==> src/rtl/burst_tx_gen.sv <==
// Valid/ready burst source: emits start-triggered bursts of incrementing, constant,
// LFSR or walking-one data, flags the final beat with last, then idles for a fixed gap.
module burst_tx_gen #(
   parameter int                DATA_W    = 32,
   parameter int                LEN_W     = 8,
   parameter int                GAP_CYC   = 4,
   parameter logic [DATA_W-1:0] INC_STEP  = DATA_W'(1),
   parameter logic [DATA_W-1:0] LFSR_TAPS = DATA_W'(32'h80200003)
) (
   input  logic              clk_i,
   input  logic              rst_i,
   input  logic              start_i,
   input  logic [1:0]        mode_i,
   input  logic [LEN_W-1:0]  burst_len_i,
   input  logic [DATA_W-1:0] seed_i,
   output logic [DATA_W-1:0] data_o,
   output logic              valid_o,
   output logic              last_o,
   input  logic              ready_i,
   output logic              busy_o,
   output logic              done_o,
   output logic [15:0]       burst_cnt_o,
   output logic [1:0]        state_o
);

   // Handshake: a beat moves on every rising edge where valid_o && ready_i; once
   // raised, valid_o and the beat payload hold until that handshake (or rst_i).

   localparam int GAP_W = (GAP_CYC > 1) ? $clog2(GAP_CYC) : 1;

   typedef enum logic [1:0] {S_IDLE = 2'd0, S_SEND = 2'd1, S_GAP = 2'd2} state_t;

   state_t            state_q, state_d;
   logic [1:0]        mode_q, mode_d;
   logic [LEN_W-1:0]  len_q, len_d;
   logic [LEN_W-1:0]  idx_q, idx_d;
   logic [DATA_W-1:0] data_q, data_d;
   logic              valid_q, valid_d;
   logic              busy_q, busy_d;
   logic              done_q, done_d;
   logic [15:0]       cnt_q, cnt_d;
   logic [GAP_W-1:0]  gap_q, gap_d;

   function automatic logic [DATA_W-1:0] next_data(input logic [1:0] m,
                                                   input logic [DATA_W-1:0] d);
      case (m)
         2'd0:    next_data = d + INC_STEP;
         2'd1:    next_data = d;
         2'd2:    next_data = (d >> 1) ^ (d[0] ? LFSR_TAPS : '0);
         default: next_data = {d[DATA_W-2:0], d[DATA_W-1]};
      endcase
   endfunction

   always_comb begin
      state_d = state_q;
      mode_d  = mode_q;
      len_d   = len_q;
      idx_d   = idx_q;
      data_d  = data_q;
      valid_d = valid_q;
      busy_d  = busy_q;
      done_d  = 1'b0;
      cnt_d   = cnt_q;
      gap_d   = gap_q;
      case (state_q)
         S_IDLE: begin
            if (start_i && (burst_len_i != '0)) begin
               mode_d  = mode_i;
               len_d   = burst_len_i;
               // A zero seed would lock the LFSR and walking-one patterns at zero.
               data_d  = (mode_i[1] && (seed_i == '0)) ? DATA_W'(1) : seed_i;
               idx_d   = '0;
               valid_d = 1'b1;
               busy_d  = 1'b1;
               state_d = S_SEND;
            end
         end
         S_SEND: begin
            if (valid_q && ready_i) begin
               if (idx_q == len_q - LEN_W'(1)) begin
                  valid_d = 1'b0;
                  done_d  = 1'b1;
                  cnt_d   = cnt_q + 16'd1;
                  gap_d   = '0;
                  if (GAP_CYC == 0) begin
                     busy_d  = 1'b0;
                     state_d = S_IDLE;
                  end else begin
                     state_d = S_GAP;
                  end
               end else begin
                  data_d = next_data(mode_q, data_q);
                  idx_d  = idx_q + LEN_W'(1);
               end
            end
         end
         S_GAP: begin
            if (gap_q == GAP_W'(GAP_CYC - 1)) begin
               busy_d  = 1'b0;
               state_d = S_IDLE;
            end else begin
               gap_d = gap_q + GAP_W'(1);
            end
         end
         default: state_d = S_IDLE;
      endcase
   end

   always_ff @(posedge clk_i) begin
      if (rst_i) begin
         state_q <= S_IDLE;
         mode_q  <= '0;
         len_q   <= '0;
         idx_q   <= '0;
         data_q  <= '0;
         valid_q <= 1'b0;
         busy_q  <= 1'b0;
         done_q  <= 1'b0;
         cnt_q   <= '0;
         gap_q   <= '0;
      end else begin
         state_q <= state_d;
         mode_q  <= mode_d;
         len_q   <= len_d;
         idx_q   <= idx_d;
         data_q  <= data_d;
         valid_q <= valid_d;
         busy_q  <= busy_d;
         done_q  <= done_d;
         cnt_q   <= cnt_d;
         gap_q   <= gap_d;
      end
   end

   assign data_o      = data_q;
   assign valid_o     = valid_q;
   assign last_o      = valid_q && (idx_q == len_q - LEN_W'(1));
   assign busy_o      = busy_q;
   assign done_o      = done_q;
   assign burst_cnt_o = cnt_q;
   assign state_o     = state_q;

endmodule

==> config.mk <==
export PLATFORM = sky130hd
export DESIGN_NAME = burst_tx_gen
export DESIGN_NICKNAME = d
export VERILOG_FILES = /design/src/rtl/burst_tx_gen.sv
export SDC_FILE = /design/constraint.sdc
export NUM_CORES = 1
export LEC_CHECK = 0
export CAP_MARGIN = 5
export CORE_MARGIN = 3
export CORE_UTILIZATION = 56
export DETAILED_ROUTE_END_ITERATION = 8
export PLACE_DENSITY = 0.89
export SLEW_MARGIN = 20
export SYNTH_ARGS = -nofsm -noshare
export SYNTH_HDL_FRONTEND = slang
export SYNTH_SLANG_ARGS = --single-unit
==> constraint.sdc <==
create_clock -name clk_i -period 6.44 [get_ports clk_i]
set_input_delay 0.644 -clock clk_i [delete_from_list [all_inputs] [get_ports clk_i]]
set_output_delay 0.644 -clock clk_i [all_outputs]
set_load 0.01 [all_outputs]
; Yosys cells after proc, flatten, opt, wreduce, memory -nomap -nowiden
; Cells that the tools add are included.
[totals]
regBits = 73
out_inout_bits = 54
word_cells = 78
[classes]
addsub = 5
n_eq_ne = 13
mux = 27
n_bitwise = 3
n_reduce_logical = 20
[op_table]
columns = cell, count
row1 = 2-to-1 mux 32 bit, 5
row2 = one-hot mux 32 bit (3 select lines), 1
row3 = one-hot mux 32 bit (2 select lines), 1
row4 = adder 32 x 1 -> 32 bit (second input constant), 1
row5 = zero test 32 bit, 1
row6 = XOR 31 x 32 -> 32 bit, 1
row7 = 2-to-1 mux 8 bit, 3
row8 = adder 16 x 1 -> 16 bit (second input constant), 1
row9 = one-hot mux 8 bit (2 select lines), 1
row10 = AND reduction 4 bit, 4
row11 = 2-to-1 mux 2 bit, 7
row12 = != test 2 bit (second input constant), 7
row13 = adder 8 x 1 -> 8 bit (second input constant), 1
row14 = equality test 8 bit, 1
row15 = nonzero test 8 bit, 1
row16 = subtractor 8 x 1 -> 8 bit (second input constant), 1
row17 = equality test 2 bit (second input constant), 3
row18 = one-hot mux 2 bit (3 select lines), 1
row19 = AND reduction 3 bit, 2
row20 = nonzero test 2 bit, 3
row21 = 2-to-1 mux 1 bit, 5
row22 = AND reduction 5 bit, 1
row23 = equality test 2 x 1 -> 1 bit (second input constant), 2
row24 = logical AND 1 bit, 4
row25 = 7 further kinds, 10

; Logic depth before layout (Yosys ltp)
; Gate-level depths: netlist of run 1.
[depth]
depth_word = 6
ltp_mapped = 13
mapped_depth_nobuf = 9

; Worst setup path before layout of run 1
; No wires, ideal clock.
[synth_path]
kind = flip-flop to output port
startpoint = reg len_q[0]
endpoint = out last_o
t_arrival_ps = 2228
setup_slack_ps = 3568
path_stages_with_launch = 11
path_cell_list = dfxtp_1 buf_2 inv_1 ha_1 buf_6 o21bai_1 a2111oi_2 a311oi_2 a2111oi_2 buf_2 and2_1
[synth_via]
elab_chain_len = 3
[synth_lines]
columns = item, line
row1 = start: declaration, 35  ; logic [LEN_W-1:0] len_q, len_d;
row2 = start signal: assignment, 124  ; len_q <= len_d;
row3 = subtractor 8 x 1 -> 8 bit, 137  ; assign last_o = valid_q && (idx_q == len_q - LEN_W'(1));
row4 = equality test 8 bit, 137
row5 = logical AND 1 bit, 137
row6 = end: declaration, 18  ; output logic last_o,
; No other way between the ends.

; Final worst setup path of run 1
; Ends and elaborated chain as after synthesis.

==> results of run 1 <==
[flip-flops by register name (all words and copies together) (netlist names)]
register / count
burst_cnt_o: 16
len_q: 8
idx_q: 8
state_o: 2
done_o: 1
data_o: 32
valid_o: 1
busy_o: 1
mode_q: 2
gap_q: 2
[path summary, 6_finish.rpt]
path | start | end | slack [ps]
worst max-delay path | len_q[0] | last_o | 2590
worst min-delay path | gap_q[1] | gap_q[1] | 490
worst max register to register | len_q[0] | data_o[19] | 3290
worst min register to register | gap_q[1] | gap_q[1] | 490
[cell usage after synthesis, drive strengths merged, types with 3 or more instances]
cell type,n
ha,5
and3,12
dfxtp,73
o221ai,7
nor3,25
buf,12
xor2,19
mux2i,12
xnor2,28
clkbuf,42
and2,3
nor4,19
nor2,69
a211oi,11
inv,11
nand3b,4
o22ai,4
a21oi,72
nand3,29
o311ai,3
o21ai,38
or4,5
nand2,84
nand2b,6
o211ai,14
nand4,16
a31oi,5
[report_power, final]
part           switching [mW]  internal [mW]  leakage [nW]
logic                   0.149          0.132          1.31
clock network           0.191          0.191         0.107
registers              0.0507          0.476         0.596
[layout make-up]
cell class	instances	area (µm²)	share of cell area, %
multi-input cells	522	3069	51.59
flip-flops and latches	73	1461	24.56
repair buffers	106	1039	17.46
clock buffers	10	137.6	2.313
well taps	105	131.4	2.208
clock inverters	6	66.31	1.115
inverters	12	45.04	0.7571
[critical path, cell delays in order, from the launching register on]
cell,delay (ps)
dfxtp_1,460
inv_1,70
ha_1,300
o21bai_1,220
a2111oi_2,420
a311oi_2,100
a2111oi_2,350
buf_4,260
and2_1,140
clkdlybuf4s50_1,530
[logic make-up (layout without fill, tap and decap cells)]
family / Yosys count / after routing / synth area share [%]
flops: 73 / 73 / 30.49
simple gates: 280 / 280 / 28.11
fa+ha+maj: 5 / 5 / 1.305
buf+inv: 66 / 134 / 5.560
xor+xnor: 47 / 47 / 8.588
mux: 12 / 12 / 2.506
compound gates: 178 / 178 / 23.44
[layer usage]
| layer | share of wire [%] | up-vias |
|---|---|---|
| met5 | 0 | - |
| met3 | 9.7 | 37 |
| met2 | 47 | 326 |
| li1 | - | 2514 |
| met1 | 41 | 2473 |
| met4 | 2.3 | 0 |
[stage by stage]
step / worst slack [ps] / utilization (%)
6_report: 2593 / 72.05
5_1_grt: 2427 / 72.05
4_1_cts: 2584 / 72.03
3_5_place_dp: 3023 / 69.56
3_3_place_gp: 3169 / 69.56
2_1_floorplan: 3568 / -
==> metrics, run 1 <==
status=finished clean; post-synth design cell area=0.004793 mm²; Antenna Nets Post-Route=0; Top Usage Layer GRT=met2; Critical Path RT=5800 ps; max-cap violations=0; Yosys reg bits=73; Leak=2.016 nW; Cells after DPL=818; drt first pass iters=5; vias after detailed routing=5350; area grow syn2layout=24.12%; nets=775; Synth Net Count=712; number of flops mapped to enable cells by yosys=0; WL/cell=17.12 µm; vias per inst=6.415; sequential area share after synthesis=30.49%; hold depth=2; slew at the pin with the worst max-slew slack=1053 ps; maximum vdd drop=0.1216 mV; Port Buffers=99; HP Class=reg -> reg; Core ar.=0.008258 mm²; Die Area=0.009705 mm²; Die Y-Extent=98.52 µm; CTS tree=built; met3 Use GR=5.520%; clock buffer depth=2; Setup violations, final=0; Die X=98.52 µm; post-CTS resize count=0; asr flop ratio synth=0%; global-route wire length before repair=24320 µm; GR Util met2=46.65%; CTS buffer count=9; min Tclk post-route=3847 ps; placed wire-length estimate=9455 µm; Setup TNS Final=0 ps; CTS Sinks=73; PD cells=199.9 mW/mm²; Global Route met1 Usage=40.62%; post-synth top area cell=dfxtp_1; most frequent cells in the layout=98 x clkdlybuf4s50_1, 84 x nand2_1, 73 x dfxtp_1, 72 x a21oi_1, 69 x nor2_1; Total Power=1.189 mW; Fin. Hold Viols=0; Placement Cell Area=0.005744 mm²; Max Freq=259.9 MHz; critical path type=reg -> out; effective utilization at floorplan=58.05%; Post-Layout Cell Count=834; DRC=0; cells after synthesis=661; commonest non-fill, non-tap cell in the layout=clkdlybuf4s50_1; fill cell count=655; # hold bufs at CTS=0; top_reg_cell synth=dfxtp_1; Root Buffer=clkbuf_8; Cell Rows=33; H-tree level count=3; initial antenna violation count=0; Fin Hold WS=485.7 ps; GP Congestion=0.8837; Routed WL=14280 µm; dominant cells by area after synthesis=dfxtp_1 30%, a21oi_1 7.5%, nand2_1 6.6%; Final Instance Area=0.005949 mm²; crit start category=flip-flop; Ports=100; GRT Overall Usage=29.78%; Ys Warns=0; Tcrit/Tclk final=59.73%; Crit Path Max Fanout=12; grt ovf=0; Initial DRC Count=520; number of diodes=0; Syn Area/Cell=7.252 µm²; max-slew violations=0; CP arrival=3200 ps; library cells used by synthesis=56; Worst R2R Path Depth=10; post-CTS setup buffers=0; clk_skew=9.488 ps; Worst-Skew Late Latency=360 ps; layout cells sized above 1=4.801%; Worst-path clk slew=80 ps; largest net degree at the start of global routing=74; CP endpoint kind=primary output; post-synth top area share=30.49%; number of global-route vias before repair=5010; Max transition margin=29.81%; RSZ-0062 raised after global routing=no
(Power assumes the default switching activity.)
==> inputs of run 2 (changes only) <==
CORE_UTILIZATION = 47   (was 56)
PLACE_DENSITY = 0.8   (was 0.89)
clock period = 3.2 ns   (was 6.44 ns; I/O delays follow)
==> run 2 against run 1 <==
Design area up 2.1%. Die area up 18%. Power up 100%. Critical path type unchanged.
==> metrics, run 2 (same netlist as run 1, synthesis figures left out) <==
status=finished clean; crit start category=flip-flop; Worst R2R Path Depth=8; Critical Path RT=2880 ps; Worst-path clk slew=80 ps; CP arrival=2820 ps; effective utilization at floorplan=48.59%; GRT Overall Usage=25.26%; Fin. Hold Viols=0; global-route wire length before repair=23580 µm; min Tclk post-route=3136 ps; WL/cell=17.39 µm; GP Congestion=0.8763; layout cells sized above 1=6.098%; number of diodes=0; critical path type=reg -> out; HP Class=reg -> reg; Routed WL=15140 µm; CTS tree=built; Root Buffer=clkbuf_8; RSZ-0062 raised after global routing=yes; clk_skew=13.59 ps; Max Freq=318.9 MHz; Setup WS pre-CTS=165.4 ps; Tcrit/Tclk final=98.00%; critical path endpoint=last_o; drt first pass iters=5; Fin Hold WS=490.1 ps; max-cap violations=0; max reg flops=32; largest net degree at the start of global routing=55; maximum vdd drop=0.2787 mV; CTS Sinks=73; R2R Path End=data_o[19]; Initial DRC Count=461; clock buffer depth=2; area grow syn2layout=26.78%; CP startpoint=len_q[0]; Crit Path Max Fanout=7; Core ar.=0.009864 mm²; Port Buffers=99; CP endpoint kind=primary output; Die Area=0.01145 mm²; H-tree level count=3; placed wire-length estimate=10070 µm; vias per inst=6.114; Die X=107.0 µm; DRC=0; Ports=100; slew at the pin with the worst max-slew slack=1000 ps; PD cells=391.9 mW/mm²; setup ws final=64.12 ps; initial antenna violation count=0; grt ovf=0; Cells after DPL=854; most frequent cells in the layout=98 x clkdlybuf4s50_1, 84 x nand2_1, 72 x a21oi_1, 71 x dfxtp_1, 69 x nor2_1; Post-Layout Cell Count=871; # hold bufs at CTS=0; reg2reg setup slack=300 ps; max-slew violations=0; post-CTS setup buffers=0; Max transition margin=33.32%; Setup violations, final=0; Leak=2.054 nW; vias after detailed routing=5325; Setup TNS Final=0 ps; number of global-route vias before repair=4774; Worst-Skew Late Latency=360 ps; commonest non-fill, non-tap cell in the layout=clkdlybuf4s50_1; Die Y-Extent=107.0 µm; Antenna Nets Post-Route=0; Cell Rows=36; nets=784; CTS buffer count=9; RR Startpoint=len_q[2]
## run 2: changes by cell type in the layout (fill, tap and decap cells not counted), moves of 2 or more
cell	delta
buf_4	+7
clkinvlp_4	+2
dfxtp_1	-2
dfxtp_2	+2
## run 2: how the worst min path moves through the flow
stage	end	startpoint	depth (start not counted)
global route	gap_q[1]	gap_q[1]	2
floorplan	gap_q[1]	gap_q[1]	2
CTS	gap_q[1]	gap_q[1]	2
detailed placement	gap_q[1]	gap_q[1]	2
global placement	gap_q[1]	gap_q[1]	2
finish	gap_q[1]	gap_q[1]	2
## run 2: cell type report
cell class / count / area (µm²)
repair buffers: 114 / 1111
fillers: 840 / 3787
clock buffers: 10 / 127.6
well taps: 133 / 166.4
multi-input cells: 523 / 3095
flip-flops and latches: 73 / 1464
clock inverters: 6 / 67.56
inverters: 12 / 45.04
## run 2: critical path, stage by stage (launching register included)
cell and delay, ps:
dfxtp_2 400, inv_1 70, ha_2 230, o21bai_1 210
a2111oi_4 360, a311oi_2 90, a2111oi_2 360, and2_1 200
clkdlybuf4s50_1 530
## run 2: what timing repair did
| item | CTS | global route |
|---|---|---|
| resized for setup | 2 | 2 |
| gates cloned | 0 | 1 |
| endpoints found under the setup margin | 1 | 2 |
| pin swaps | 1 | 1 |
## run 2: power breakdown
group | switching (mW) | total, mW | internal [mW] | leakage [nW]
clock | 0.376 | 0.739 | 0.363 | 0.0929
combinational | 0.310 | 0.585 | 0.275 | 1.36
sequential | 0.0989 | 1.06 | 0.959 | 0.597
total | 0.784 | 2.38 | 1.60 | 2.05
## run 2: stage by stage
| stage | util, % | instance area (µm²) | power, mW |
|---|---|---|---|
| after global routing | 61.61 | 6077 | 2.485 |
| after floorplan | - | 4793 | 1.401 |
| after detailed placement | 59.32 | 5852 | 1.638 |
| after CTS | 61.33 | 6050 | 2.370 |
| after global placement | 59.32 | 5852 | 1.621 |
| final | 61.61 | 6077 | 2.382 |
## run 2: layer usage
metal,wire [µm],track usage (%),up-vias
met3,1297,4.997,48
met1,6427,34.18,2448
li1,-,-,2542
met4,450,10.50,0
met2,6967,39.34,287
met5,0,0,-
==> inputs of run 3 (changes only) <==
CELL_PAD_IN_SITES_DETAIL_PLACEMENT = 0   (was unset)
CELL_PAD_IN_SITES_GLOBAL_PLACEMENT = 1   (was unset)
CORE_UTILIZATION = 34   (was 47)
PLACE_DENSITY = unset   (was 0.8)
PLACE_DENSITY_LB_ADDON = 0.12   (was unset)
==> run 3 against run 2 <==
Utilization decreased by 15 points. Die area increased by 36%. Sequential share of layout area fell by 0.76 points. Sequential cell count unchanged. Final cell count rose by 5.3%. Maximum frequency rose by 3.1%. Sequential power about the same. Setup slack gained 93 ps. Critical endpoint is now data_o[28]. Power up 16%. Combinational power about the same. Clock skew down 3.9 ps. Clock-buffer cell count decreased by 1.
==> metrics, run 3 (same netlist as run 1, synthesis figures left out) <==
status=finished clean; global-route wire length before repair=25740 µm; Placement Cell Area=0.005928 mm²; Routed WL=16180 µm; Initial DRC Count=344; Ports=100; crit-path cells=nor4_4 > a211oi_1 > a311oi_2 > a2111oi_4 > buf_4 > buf_4 > o22ai_2 > a21oi_1 > a211oi_1; max reg flops=32; R2R Path End=data_o[28]; vias per inst=5.617; commonest non-fill, non-tap cell in the layout=clkdlybuf4s50_1; Worst-path clk slew=60 ps; grt ovf=0; area grow syn2layout=31.14%; number of diodes=0; Cell Rows=42; Crit. path cell count=9; Multi-input gate area=0.003095 mm²; Crit Path Max Fanout=18; CP max stage delay=800 ps; number of global-route vias before repair=4823; maximum vdd drop=0.2326 mV; slew at the pin with the worst max-slew slack=1050 ps; RSZ-0062 raised after global routing=no; effective utilization at floorplan=35.49%; placed wire-length estimate=10820 µm; RR Startpoint=len_q[2]; Port Buffers=99; Leak=2.128 nW; PD cells=439.1 mW/mm²; HP Class=reg -> reg; Reg area=0.001466 mm²; max-slew violations=0; Max Freq=328.7 MHz; DRC=0; min Tclk post-route=3043 ps; clk_skew=9.674 ps; WL/cell=17.64 µm; Core ar.=0.01351 mm²; setup ws final=157.3 ps; CTS tree=built; max-cap violations=0; Setup violations, final=0; Bufs and invs on worst path=2; GP Congestion=0.8323; clock buffer depth=2; Fin. Hold Viols=0; critical path endpoint=data_o[28]; initial antenna violation count=0; reg2reg setup slack=160 ps; Final Instance Area=0.006286 mm²; Die X=124.7 µm; Worst-Skew Late Latency=340 ps; CP endpoint kind=flip-flop; vias after detailed routing=5151; critical path type=reg -> reg; nets=788; Tcrit/Tclk final=95.08%; Root Buffer=clkbuf_16; CP startpoint=len_q[2]; drt first pass iters=4; largest net degree at the start of global routing=55; crit start category=flip-flop; Antenna Nets Post-Route=0; Die Y-Extent=124.7 µm; H-tree level count=3; most frequent cells in the layout=98 x clkdlybuf4s50_1, 84 x nand2_1, 72 x a21oi_1, 71 x dfxtp_1, 69 x nor2_1; CP max stage cell=o22ai_2; # hold bufs at CTS=0; CP arrival=3300 ps; Die Area=0.01556 mm²; GRT Overall Usage=19.97%; Total Power=2.760 mW; Max transition margin=29.99%; CTS buffer count=9; Critical Path RT=3460 ps; fill cell count=1319; Setup TNS Final=0 ps; CTS Sinks=73; Worst R2R Path Depth=9; Setup WS pre-CTS=104.8 ps; layout cells sized above 1=6.613%; CP top delay family=compound AO/OA/AOI/OAI gates
[run 3: layout make-up]
type | instances | share of cell area, %
clock buffer | 9 | 3.583
clock inverter | 6 | 1.473
inverter | 12 | 0.7166
multi-input combinational | 523 | 49.24
sequential | 73 | 23.33
tap | 176 | 3.503
timing repair buffer | 118 | 18.15
[run 3: tightest hold or removal path, cell delays in order (launching register included)]
cell and delay [ps]:
dfxtp_1 310, nand3_1 60, a21oi_1 60
[run 3: metrics by stage]
step / hold slack [ps] / cells / util (%)
2_1_floorplan: 451.6 / 661 / -
3_3_place_gp: 466.2 / 900 / 43.89
3_5_place_dp: 471.8 / 900 / 43.89
4_1_cts: 481.0 / 916 / 46.43
5_1_grt: 513.9 / 917 / 46.54
6_report: 478.7 / 917 / 46.54
[run 3: where the power goes]
group          internal (mW)  leakage, nW  switching (mW)
clock network          0.683        0.148           0.431
logic                  0.274         1.38           0.312
registers              0.960        0.597           0.100
total                   1.92         2.13           0.843
[run 3: worst min-delay path by stage]
stage	startpoint	end	slack, ps	cells past startpoint
detailed placement	gap_q[1]	gap_q[1]	470	2
CTS	gap_q[1]	gap_q[1]	480	2
finish	gap_q[1]	gap_q[1]	480	2
floorplan	gap_q[1]	gap_q[1]	450	2
global placement	gap_q[0]	gap_q[0]	470	2
global route	gap_q[1]	gap_q[1]	510	2
[run 3: routing by layer]
| metal | global-route usage (%) | vias up | routed length, µm |
|---|---|---|---|
| met4 | 6.641 | 0 | 267 |
| met2 | 29.45 | 159 | 6991 |
| met5 | 0 | - | 0 |
| li1 | - | 2551 | - |
| met3 | 3.388 | 19 | 841 |
| met1 | 29.31 | 2422 | 8079 |
[run 3: timing repair]
item                                    CTS  global route
pin swaps                                 1             3
resized for setup                         4             1
endpoints found under the hold margin     0             0
endpoints found under the setup margin    1            22
buffers inserted                          1             0
gates cloned                              0             1
==> edit (config.mk and constraints of run 3) <==
`LEN_W`: 8 -> 16.
--- a/src/rtl/burst_tx_gen.sv
+++ b/src/rtl/burst_tx_gen.sv
@@ -2,7 +2,7 @@
 // LFSR or walking-one data, flags the final beat with last, then idles for a fixed gap.
 module burst_tx_gen #(
    parameter int                DATA_W    = 32,
-   parameter int                LEN_W     = 8,
+   parameter int                LEN_W     = 16,
    parameter int                GAP_CYC   = 4,
    parameter logic [DATA_W-1:0] INC_STEP  = DATA_W'(1),
    parameter logic [DATA_W-1:0] LFSR_TAPS = DATA_W'(32'h80200003)
Interface: changed (resized burst_len_i); port bits go from 100 to 108. No check against the original RTL was run, so the function may have changed too.
==> edit against run 3 <==
Design area rose by 25%; sequential cell count rose by 16; setup slack got worse by 0.064 ns; total power rose by 23%; wire length rose by 34%; global-route usage rose by 1.6 points; sequential share of layout area fell by 0.65 points; register-to-register slack improved by 0.03 ns; synthesized area rose by 29%; synthesized cell count rose by 27%; hold slack improved by 0.0022 ns; critical endpoint is now last_o; highest routed layer unchanged.
==> edit: results (changes against run 3) <==
stage	metric	value	unit	change
status	status	finished clean		unchanged
global_route	met1 GRT Util	0.313		was 0.293
worst_setup_path	Slowest-stage cell, CP	or3b_2		was o22ai_2
cells_and_area	layout cells sized above 1	0.0915		was 0.0661
route	Routed met1 length	10.4	mm	was 8.08 mm
yosys	area share of fa/ha/maj cells after synthesis	0.0101		was 0.0131
min_path	Hold Path Origin	len_q[15]$_SDFFE_PP0P_		was gap_q[1]$_SDFFE_PP0P_
place	pre-CTS setup slack	0.0719	ns	was 0.105 ns
power_and_ir_drop	Max IR drop VDD	0.250	mV	was 0.233 mV
route	DR vias/cell	5.80		was 5.62
worst_setup_path	Worst R2R Path Depth	13		was 9
yosys	sequential fraction of the synthesis area	0.289		was 0.305
timing	period utilization	0.971		was 0.951
place	DP Area	0.00750	mm²	was 0.00593 mm²
route	metal2 WL	9.85	mm	was 6.99 mm
yosys	ranking of synthesized cells by area	dfxtp_1 29%, a21oi_1 7.1%, o21ai_0 5.6%		was dfxtp_1 30%, a21oi_1 7.5%, nand2_1 6.6%
yosys	Mapped Nets	898		was 712
place	RePlAce Congestion	0.865		was 0.832
global_route	pin count of the biggest net entering global routing	46		was 55
cells_and_area	Final #Nets	984		was 788
yosys	top post-synthesis cells by count	89 x dfxtp_1, 89 x nand2_1, 88 x a21oi_1		was 84 x nand2_1, 73 x dfxtp_1, 72 x a21oi_1
timing	Slew @ Worst Pin	0.857	ns	was 1.05 ns
worst_setup_path	Max FO, Critical Path	7		was 18
timing	Fin Clk Skew	0.0146	ns	was 0.00967 ns
global_route	met3 usage	0.0373		was 0.0339
route	final WL	21.6	mm	was 16.2 mm
clocking	setup repair bufs after CTS	0		was 1
worst_setup_path	slowest stage delay, CP	0.49	ns	was 0.80 ns
place	hpwl dp	15.8	mm	was 10.8 mm
## edit: cell count changes in the layout (fill, tap and decap cells not counted), sizes merged, moves of 9 or more
cell | before | now
buf | 20 | 40
o21ai | 38 | 81
a21oi | 72 | 89
or3 | 1 | 24
o31ai | 0 | 13
dfxtp | 73 | 89
a211oi | 11 | 20
nor2 | 69 | 55
## edit: layout make-up
class,count,area [µm²],share of cell area
Sequential cell,89,1780,0.227
Inverter,20,75.1,0.00955
Tap cell,225,282,0.0358
Clock inverter,4,76.3,0.00971
Timing Repair Buffer,146,1370,0.174
Clock buffer,11,253,0.0322
Multi-Input combinational cell,659,4020,0.512
## edit: report_power, final
part	switching (mW)	leakage, nW	internal [mW]
clock	0.467	0.158	0.725
combinational	0.484	1.78	0.414
sequential	0.124	0.728	1.17
## edit: cells by family after synthesis
logic type,after synthesis
buf+inv,91
compound gates,258
simple gates,337
fa+ha+maj,5
xor+xnor,46
mux,13
flops,89
